$ cat config.mk
export PLATFORM = sky130hd
export DESIGN_NAME = mux_scan_ctrl
export DESIGN_NICKNAME = d
export VERILOG_FILES = /design/src/rtl/mux_scan_ctrl.sv
export SDC_FILE = /design/constraint.sdc
export NUM_CORES = 1
export LEC_CHECK = 0
export ABC_AREA = 1
export CORE_MARGIN = 3
export CORE_UTILIZATION = 25
export DETAILED_ROUTE_END_ITERATION = 10
export PLACE_DENSITY_LB_ADDON = 0.08
export SYNTH_ARGS = -nofsm -noshare
export SYNTH_HDL_FRONTEND = slang
export SYNTH_SLANG_ARGS = --single-unit
export TNS_END_PERCENT = 1
$ cat constraint.sdc
create_clock -name clk -period 1.4 [get_ports clk]
set_clock_uncertainty 0.2 [all_clocks]
set_input_delay 0.14 -clock clk [delete_from_list [all_inputs] [get_ports clk]]
set_output_delay 0.14 -clock clk [all_outputs]
set_load 0.005 [all_outputs]
$ cat src/rtl/mux_scan_ctrl.sv
// mux_scan_ctrl: sequential scan controller around a NUM_CH:1 mux.
// Steps the mux select through every channel, holds each channel for
// SETTLE_CYC cycles, samples y_in once per channel and publishes the
// assembled word with a one-cycle done pulse. Single-shot or continuous.
// Optional feature macro: SCAN_PARITY_EN adds a registered even-parity
// output `parity` covering `word`.
module mux_scan_ctrl #(
  parameter int NUM_CH     = 4,
  parameter int SEL_W      = 2,
  parameter int SETTLE_CYC = 2,
  parameter int CNT_W      = 4
) (
  input  logic              clk,
  input  logic              rst,
  input  logic              start,
  input  logic              cont,
  input  logic              y_in,
  output logic [SEL_W-1:0]  sel,
  output logic              busy,
  output logic              done,
  output logic [NUM_CH-1:0] word
`ifdef SCAN_PARITY_EN
  ,
  output logic              parity
`endif
);

  typedef enum logic [1:0] {
    IDLE   = 2'd0,
    SETTLE = 2'd1,
    SAMPLE = 2'd2,
    DONE   = 2'd3
  } state_t;

  localparam logic [SEL_W-1:0] SEL_LAST = SEL_W'(NUM_CH - 1);
  localparam logic [SEL_W-1:0] SEL_ONE  = SEL_W'(1);
  localparam logic [CNT_W-1:0] CNT_LAST = CNT_W'(SETTLE_CYC - 1);
  localparam logic [CNT_W-1:0] CNT_ONE  = CNT_W'(1);

  state_t            state;
  state_t            state_nxt;
  logic [SEL_W-1:0]  sel_nxt;
  logic [CNT_W-1:0]  cnt;
  logic [CNT_W-1:0]  cnt_nxt;
  logic [NUM_CH-1:0] shadow;
  logic [NUM_CH-1:0] shadow_nxt;
  logic [NUM_CH-1:0] word_nxt;
  logic              done_nxt;
  logic              busy_nxt;

`ifdef SCAN_PARITY_EN
  logic              parity_nxt;

  // Even parity over a sample word (1 when an odd number of bits are set).
  function automatic logic calc_parity(input logic [NUM_CH-1:0] v);
    return ^v;
  endfunction
`endif

  // Next-state and next-output logic for the scan sequencer.
  always_comb begin
    state_nxt  = state;
    sel_nxt    = sel;
    cnt_nxt    = cnt;
    shadow_nxt = shadow;
    word_nxt   = word;
    done_nxt   = 1'b0;
`ifdef SCAN_PARITY_EN
    parity_nxt = parity;
`endif
    case (state)
      IDLE: begin
        if (start) begin
          state_nxt  = SETTLE;
          sel_nxt    = '0;
          cnt_nxt    = '0;
          shadow_nxt = '0;
        end else begin
          state_nxt  = IDLE;
        end
      end
      SETTLE: begin
        // sel is held; the counter only times the settle window.
        cnt_nxt = cnt + CNT_ONE;
        if (cnt == CNT_LAST) begin
          state_nxt = SAMPLE;
        end else begin
          state_nxt = SETTLE;
        end
      end
      SAMPLE: begin
        // The only place y_in is captured.
        shadow_nxt[sel] = y_in;
        if (sel != SEL_LAST) begin
          sel_nxt   = sel + SEL_ONE;
          cnt_nxt   = '0;
          state_nxt = SETTLE;
        end else begin
          // shadow_nxt already carries the last channel's sample.
          word_nxt  = shadow_nxt;
          done_nxt  = 1'b1;
          sel_nxt   = '0;
          state_nxt = DONE;
`ifdef SCAN_PARITY_EN
          parity_nxt = calc_parity(shadow_nxt);
`endif
        end
      end
      DONE: begin
        if (cont) begin
          cnt_nxt    = '0;
          shadow_nxt = '0;
          state_nxt  = SETTLE;
        end else begin
          state_nxt  = IDLE;
        end
      end
      default: begin
        state_nxt = IDLE;
      end
    endcase
    // busy is registered alongside state so it tracks it exactly.
    busy_nxt = (state_nxt != IDLE);
  end

  // State and output registers; reset discards any partial scan.
  always_ff @(posedge clk) begin
    if (rst) begin
      state  <= IDLE;
      sel    <= '0;
      cnt    <= '0;
      shadow <= '0;
      word   <= '0;
      done   <= 1'b0;
      busy   <= 1'b0;
`ifdef SCAN_PARITY_EN
      parity <= 1'b0;
`endif
    end else begin
      state  <= state_nxt;
      sel    <= sel_nxt;
      cnt    <= cnt_nxt;
      shadow <= shadow_nxt;
      word   <= word_nxt;
      done   <= done_nxt;
      busy   <= busy_nxt;
`ifdef SCAN_PARITY_EN
      parity <= parity_nxt;
`endif
    end
  end

endmodule

Yosys cells after proc, flatten, opt, wreduce, memory -nomap -nowiden

Cells that the tools add are included.

Flip-flop bits (word level): 18
Input bits: 5
Word-level logic and storage cells: 48
Output and inout bits: 8

Add/sub/neg operators: 2
Reduce and logical (&&, ||, !) cells: 10
$lt $le $gt $ge: 2
Multiplexer cells: 17
Eq/ne operators: 8
Bitwise operators: 2

Operator list:

| kind                                                                                | number |
|---|---|
| 4-bit one-hot mux with 4 select lines                                               | 1 |
| 4-bit two-way mux                                                                   | 3 |
| 4-bit one-hot mux with 3 select lines                                               | 1 |
| 2-bit two-way mux                                                                   | 4 |
| 2-bit != test, second input constant                                                | 4 |
| 2-bit one-hot mux with 4 select lines                                               | 1 |
| 3-bit AND reduction                                                                 | 2 |
| 4-bit by 1-bit adder with 4-bit output, second input constant                       | 1 |
| 4-bit bitwise mux                                                                   | 1 |
| 2-bit equality test, second input constant                                          | 2 |
| 4-bit by 1-bit equality test with 1-bit output, second input constant               | 1 |
| 1-bit two-way mux                                                                   | 4 |
| 2-bit one-hot mux with 2 select lines                                               | 1 |
| 2-bit AND reduction                                                                 | 2 |
| 2-bit nonzero test                                                                  | 2 |
| 2-bit by 3-bit less-than comparator with 1-bit output, second input constant        | 1 |
| 3-bit nonzero test                                                                  | 1 |
| 2-bit by 1-bit adder with 2-bit output, second input constant                       | 1 |
| 1-bit demux with 2-bit select                                                       | 1 |
| 2-bit by 1-bit equality test with 1-bit output, second input constant               | 1 |
| 2-bit by 1-bit greater-or-equal comparator with 1-bit output, second input constant | 1 |
| 2-bit logical NOT                                                                   | 1 |
| 1-bit inverter                                                                      | 2 |
| 2-bit OR reduction                                                                  | 1 |
| 1-bit logical AND                                                                   | 1 |

Logic depth before layout (Yosys ltp)

Word-level depth: 6
Depth in mapped cells: 6
Gate-level depth less buffers: 6

Worst setup path after synthesis

No wires, ideal clock.

Path kind: reg2reg
Start: register sel[0]
End: register shadow[0]
Slack: 93 ps
Buffers on the path: 0
Arrival: 1037 ps
Cell stages (with the launch flop): 6
Period minus slack after synthesis: 1307 ps
Library setup time: 70 ps
Cell sequence: dfxtp_1 inv_1 ha_1 o21ai_0 nand2_1 a21oi_1

Word-level cells in the longest chain between the ends: 6
Elaborated cells between the ends (all ways): 7
Those cells by class: order compare: 2; mux: 4; reduce/logical: 1

Ends and longest elaborated chain:

| element                                                                                                                                                            | line | RTL |
|---|---|---|
| from (decl)                                                                                                                                                        | 18   | `output logic [SEL_W-1:0] sel,` |
| from (signal assigned)                                                                                                                                             | 141  | `sel <= sel_nxt;` |
| 2-bit by 3-bit less-than comparator with 1-bit output (not written as such) / 2-bit by 1-bit greater-or-equal comparator with 1-bit output (equally long branches) | 93   | `shadow_nxt[sel] = y_in;` |
| 1-bit logical AND (not written as such)                                                                                                                            | 93   |  |
| 1-bit two-way mux (not written as such)                                                                                                                            | 93   |  |
| 1-bit demux with 2-bit select (*)                                                                                                                                  | 93   |  |
| 4-bit bitwise mux (*)                                                                                                                                              | 93   |  |
| 4-bit one-hot mux with 3 select lines (*)                                                                                                                          | 71   | `case (state)` |
| to (signal assigned)                                                                                                                                               | 143  | `shadow <= shadow_nxt;` |
| to (decl)                                                                                                                                                          | 45   | `logic [NUM_CH-1:0] shadow;` |

Every way passes the cells marked *; elsewhere a longest branch is shown, timed or not.
A chain may end at the register's enable or synchronous reset.

Worst setup path after layout

Start: register sel[0]
End: register word[0]

Word-level cells in the longest chain between the ends: 5
Elaborated cells between the ends (all ways): 9
Those cells by class: order compare: 2; eq/ne: 1; mux: 3; bitwise: 1; reduce/logical: 2

Ends and longest elaborated chain:

| element                                                                                                                                                            | line | RTL |
|---|---|---|
| 2-bit by 3-bit less-than comparator with 1-bit output (not written as such) / 2-bit by 1-bit greater-or-equal comparator with 1-bit output (equally long branches) | 93   |  |
| 1-bit logical AND (not written as such)                                                                                                                            | 93   |  |
| 1-bit two-way mux (not written as such)                                                                                                                            | 93   |  |
| 1-bit demux with 2-bit select                                                                                                                                      | 93   |  |
| 4-bit bitwise mux                                                                                                                                                  | 93   |  |
| to (signal assigned)                                                                                                                                               | 144  | `word <= word_nxt;` |
| to (decl)                                                                                                                                                          | 21   | `output logic [NUM_CH-1:0] word` |

Parallel ways exist; a longest one is shown, timed or not.

==> impl_results.md <==
- Status: complete, no violations
- Worst slew margin: 0.7921
- Largest family of logic cells by synthesized area: simple AND/OR/NAND/NOR gates
- Final setup margin: 0.07392 ns
- Commonest non-fill, non-tap cell in the layout: nand2_1
- Max Root-Sink Buffers: 2
- Clock sink total: 17
- XOR/XNOR Fraction of Synth Area: 0
- Initial Util: 0.2630
- Fin crit period: around 1.3 ns
- Final setup vio count: 0
- Overflow after GRT: 0
- Post-synthesis mux area share: 0
- Tot GR Track Use: 0.1016
- Reg2reg path depth: 6
- Vias in the first global route: between 700 and 800
- WP data arrival: 1.36 ns
- Layout area overhead: 35.55%
- DP HPWL: between 1000 and 1500 um
- Worst-margin pin slew: approximately 0.31 ns
- PortBufs: 12
- Number of hold buffers added after CTS: 0
- Initial antenna violation count: 0
- VDD IR max: between 0.4 and 0.5 mV
- Max Fclk: between 0.7 and 0.8 GHz
- Avg Vias per Cell: ~4.2
- RSZ-0062 raised after global routing: yes
- Worst Setup Start Kind: flop
- Final Core Density: 0.3565
- Crit path launch: sel[0]
- Clk slew on worst S/H paths: about 0.090 ns
- R2R Setup Slk: around 0.074 ns
- Synth warn: 0
- Residual DRC: 0
- Post-Synth Adder-Cell Area: 0.09274
- Die area: approximately 4000 sq um
- # diodes: 0
- Register bit total from synthesis: 17
- Area after DPL: between 1000 and 1500 sq um
- Worst skew pair latency: around 0.29 ns
- Pre-CTS setup slack: -0.02865 ns
- Logic pwr share: 0.139
- Pwr Density: between 800 and 900 nW/um^2
- Cell Area, Synth: 809.5 sq um
- Sw frac: 0.2611
- Fin. Hold Viols: 0
- Register area share after synthesis: 0.4204
- WL final: roughly 1800 um
- Root buffer cell: clkbuf_4
- Internal: roughly 0.67 mW
- Gpl congestion: 0.7887
- Cell variety after synth: 19
- Synth Area in Compound Gates: 0.1036
- TritonCTS clock tree: built
- Die X: 62.91 um
- CP Max Fanout: 6
- Count of pins over their slew limit: 0
- Final std cell area, no fill: ~1100 sq um
- Synthesized instance count: 107
- Worst hold path class: flop to flop
- First DRT Iteration DRCs: 23
- First-pass GRT wire length: between 3000 and 4000 um
- Switching pwr: 0.2352 mW
- Final Net Count: around 140
- Core footprint: approximately 3100 sq um
- Max-Cap Viols: 0
- I/O pins: 13
- Syn nets: 118
- Setup crit end kind: flop
- Synth Area per Inst: 7.566 sq um
- Pleak: roughly 0.51 nW
- CP endpoint: word[0]
- RR Startpoint: sel[0]
- Seq pwr share: 0.571
- # H-tree levels: 1
- Setup_tns: 0 ns
- Proportion of layout cells with a drive suffix above 1: 0.2016
- Antenna-violating nets left: 0
- Via Count: 730
- WHS: 0.2713 ns
- Num CTS Buffers: 3
- Synth Area in Simple Gates: 0.3076
- Row count: 20
- CP Data Required Time: between 1 and 1.5 ns
- FF-to-FF End: word[0]
- Largest net degree at the start of global routing: 10
- Final Cycle Share: 0.9472
- Router iterations before antenna repair: 4
- DR WL/cell: approximately 10 um
- Setup Crit Path Kind: flop to flop
- Commonest cells after routing, fill and taps aside: nand2_1 (32), inv_1 (13), nand3_1 (12)
- Die height: around 63 um
- Clock group share of total power: 0.290
## power groups by stage
stage / clock (mW) / combinational, mW / sequential (mW)
after CTS: 0.280 / 0.126 / 0.515
after global placement: 0 / 0.125 / 0.526
final: 0.261 / 0.125 / 0.515
after detailed placement: 0 / 0.124 / 0.526
after floorplan: 0 / 0.0667 / 0.524
after global routing: 0.309 / 0.142 / 0.518
## final cells by class
class,instances,area (sq um)
Fill cell,337,1981
Multi-Input combinational cell,74,437.9
Timing Repair Buffer,19,173.9
Tap cell,44,55.05
Clock buffer,4,26.28
Sequential cell,17,347.8
Inverter,15,56.30
## cells by family after synthesis
family | Yosys count
adders and majority gates | 6
DFF | 17
and+or+nand+nor | 53
buffers and inverters | 16
AOI/OAI and AO/OA | 15
## stage by stage
stage / power (mW) / cells
3_5_place_dp: 0.6500 / 167
3_3_place_gp: 0.6513 / 167
6_report: 0.9009 / 173
4_1_cts: 0.9204 / 173
2_1_floorplan: 0.5906 / 107
5_1_grt: 0.9686 / 173
## layer usage
metal	vias to the layer above	track usage	share of wire
li1	387	-	-
met1	329	0.1123	0.43
met2	10	0.1779	0.51
met3	4	0.04317	0.038
met4	0	0.02479	0.023
met5	-	0	0
## critical path, stage by stage (launching register included)
cell and delay (ns):
dfxtp_2 0.35, buf_6 0.10, ha_4 0.14, nand3_4 0.13, nor2_4 0.20, nand2_1 0.09
nand2_1 0.06
## cells in the mapped netlist
cell,n,area [sq um]
nand4_1,2,12.51
nand2_1,32,120.1
inv_1,13,48.80
ha_1,6,75.07
a21oi_1,7,35.03
nor2_1,3,11.26
o21ai_1,3,15.01
o21ai_2,1,8.760
nand3_2,1,10.01
nand3_4,1,17.52
nand3_1,12,60.06
inv_2,1,3.750
nor2_4,1,11.26
dfxtp_1,17,340.3
buf_2,1,5.000
o211a_1,1,10.01
o21ai_0,3,15.01
clkinv_1,1,3.750
or2_2,1,6.260
## timing repair
item | 4_1_cts | 5_1_grt
resized for setup | 17 | 8
buffers inserted | 2 | 0
pin swaps | 0 | 1
setup endpoints to repair | 13 | 14
cloned | 0 | 0
## how the worst min path moves through the flow
stage,startpoint,to,slack (ns),cells after the start
3_3_place_gp,word[3],word[3],0.26,2
2_1_floorplan,y_in,word[3],0.04,2
5_1_grt,word[3],word[3],0.29,2
3_5_place_dp,word[3],word[3],0.27,2
6_report,word[3],word[3],0.27,2
4_1_cts,word[3],word[3],0.28,2
## state kept, by name, summed over array words and instances, names as in the netlist
name and cells:
sel 2, busy 1, word 4, shadow 3
cnt 4, state 2, done 1
No activity file was read; power rests on OpenSTA's default activity.
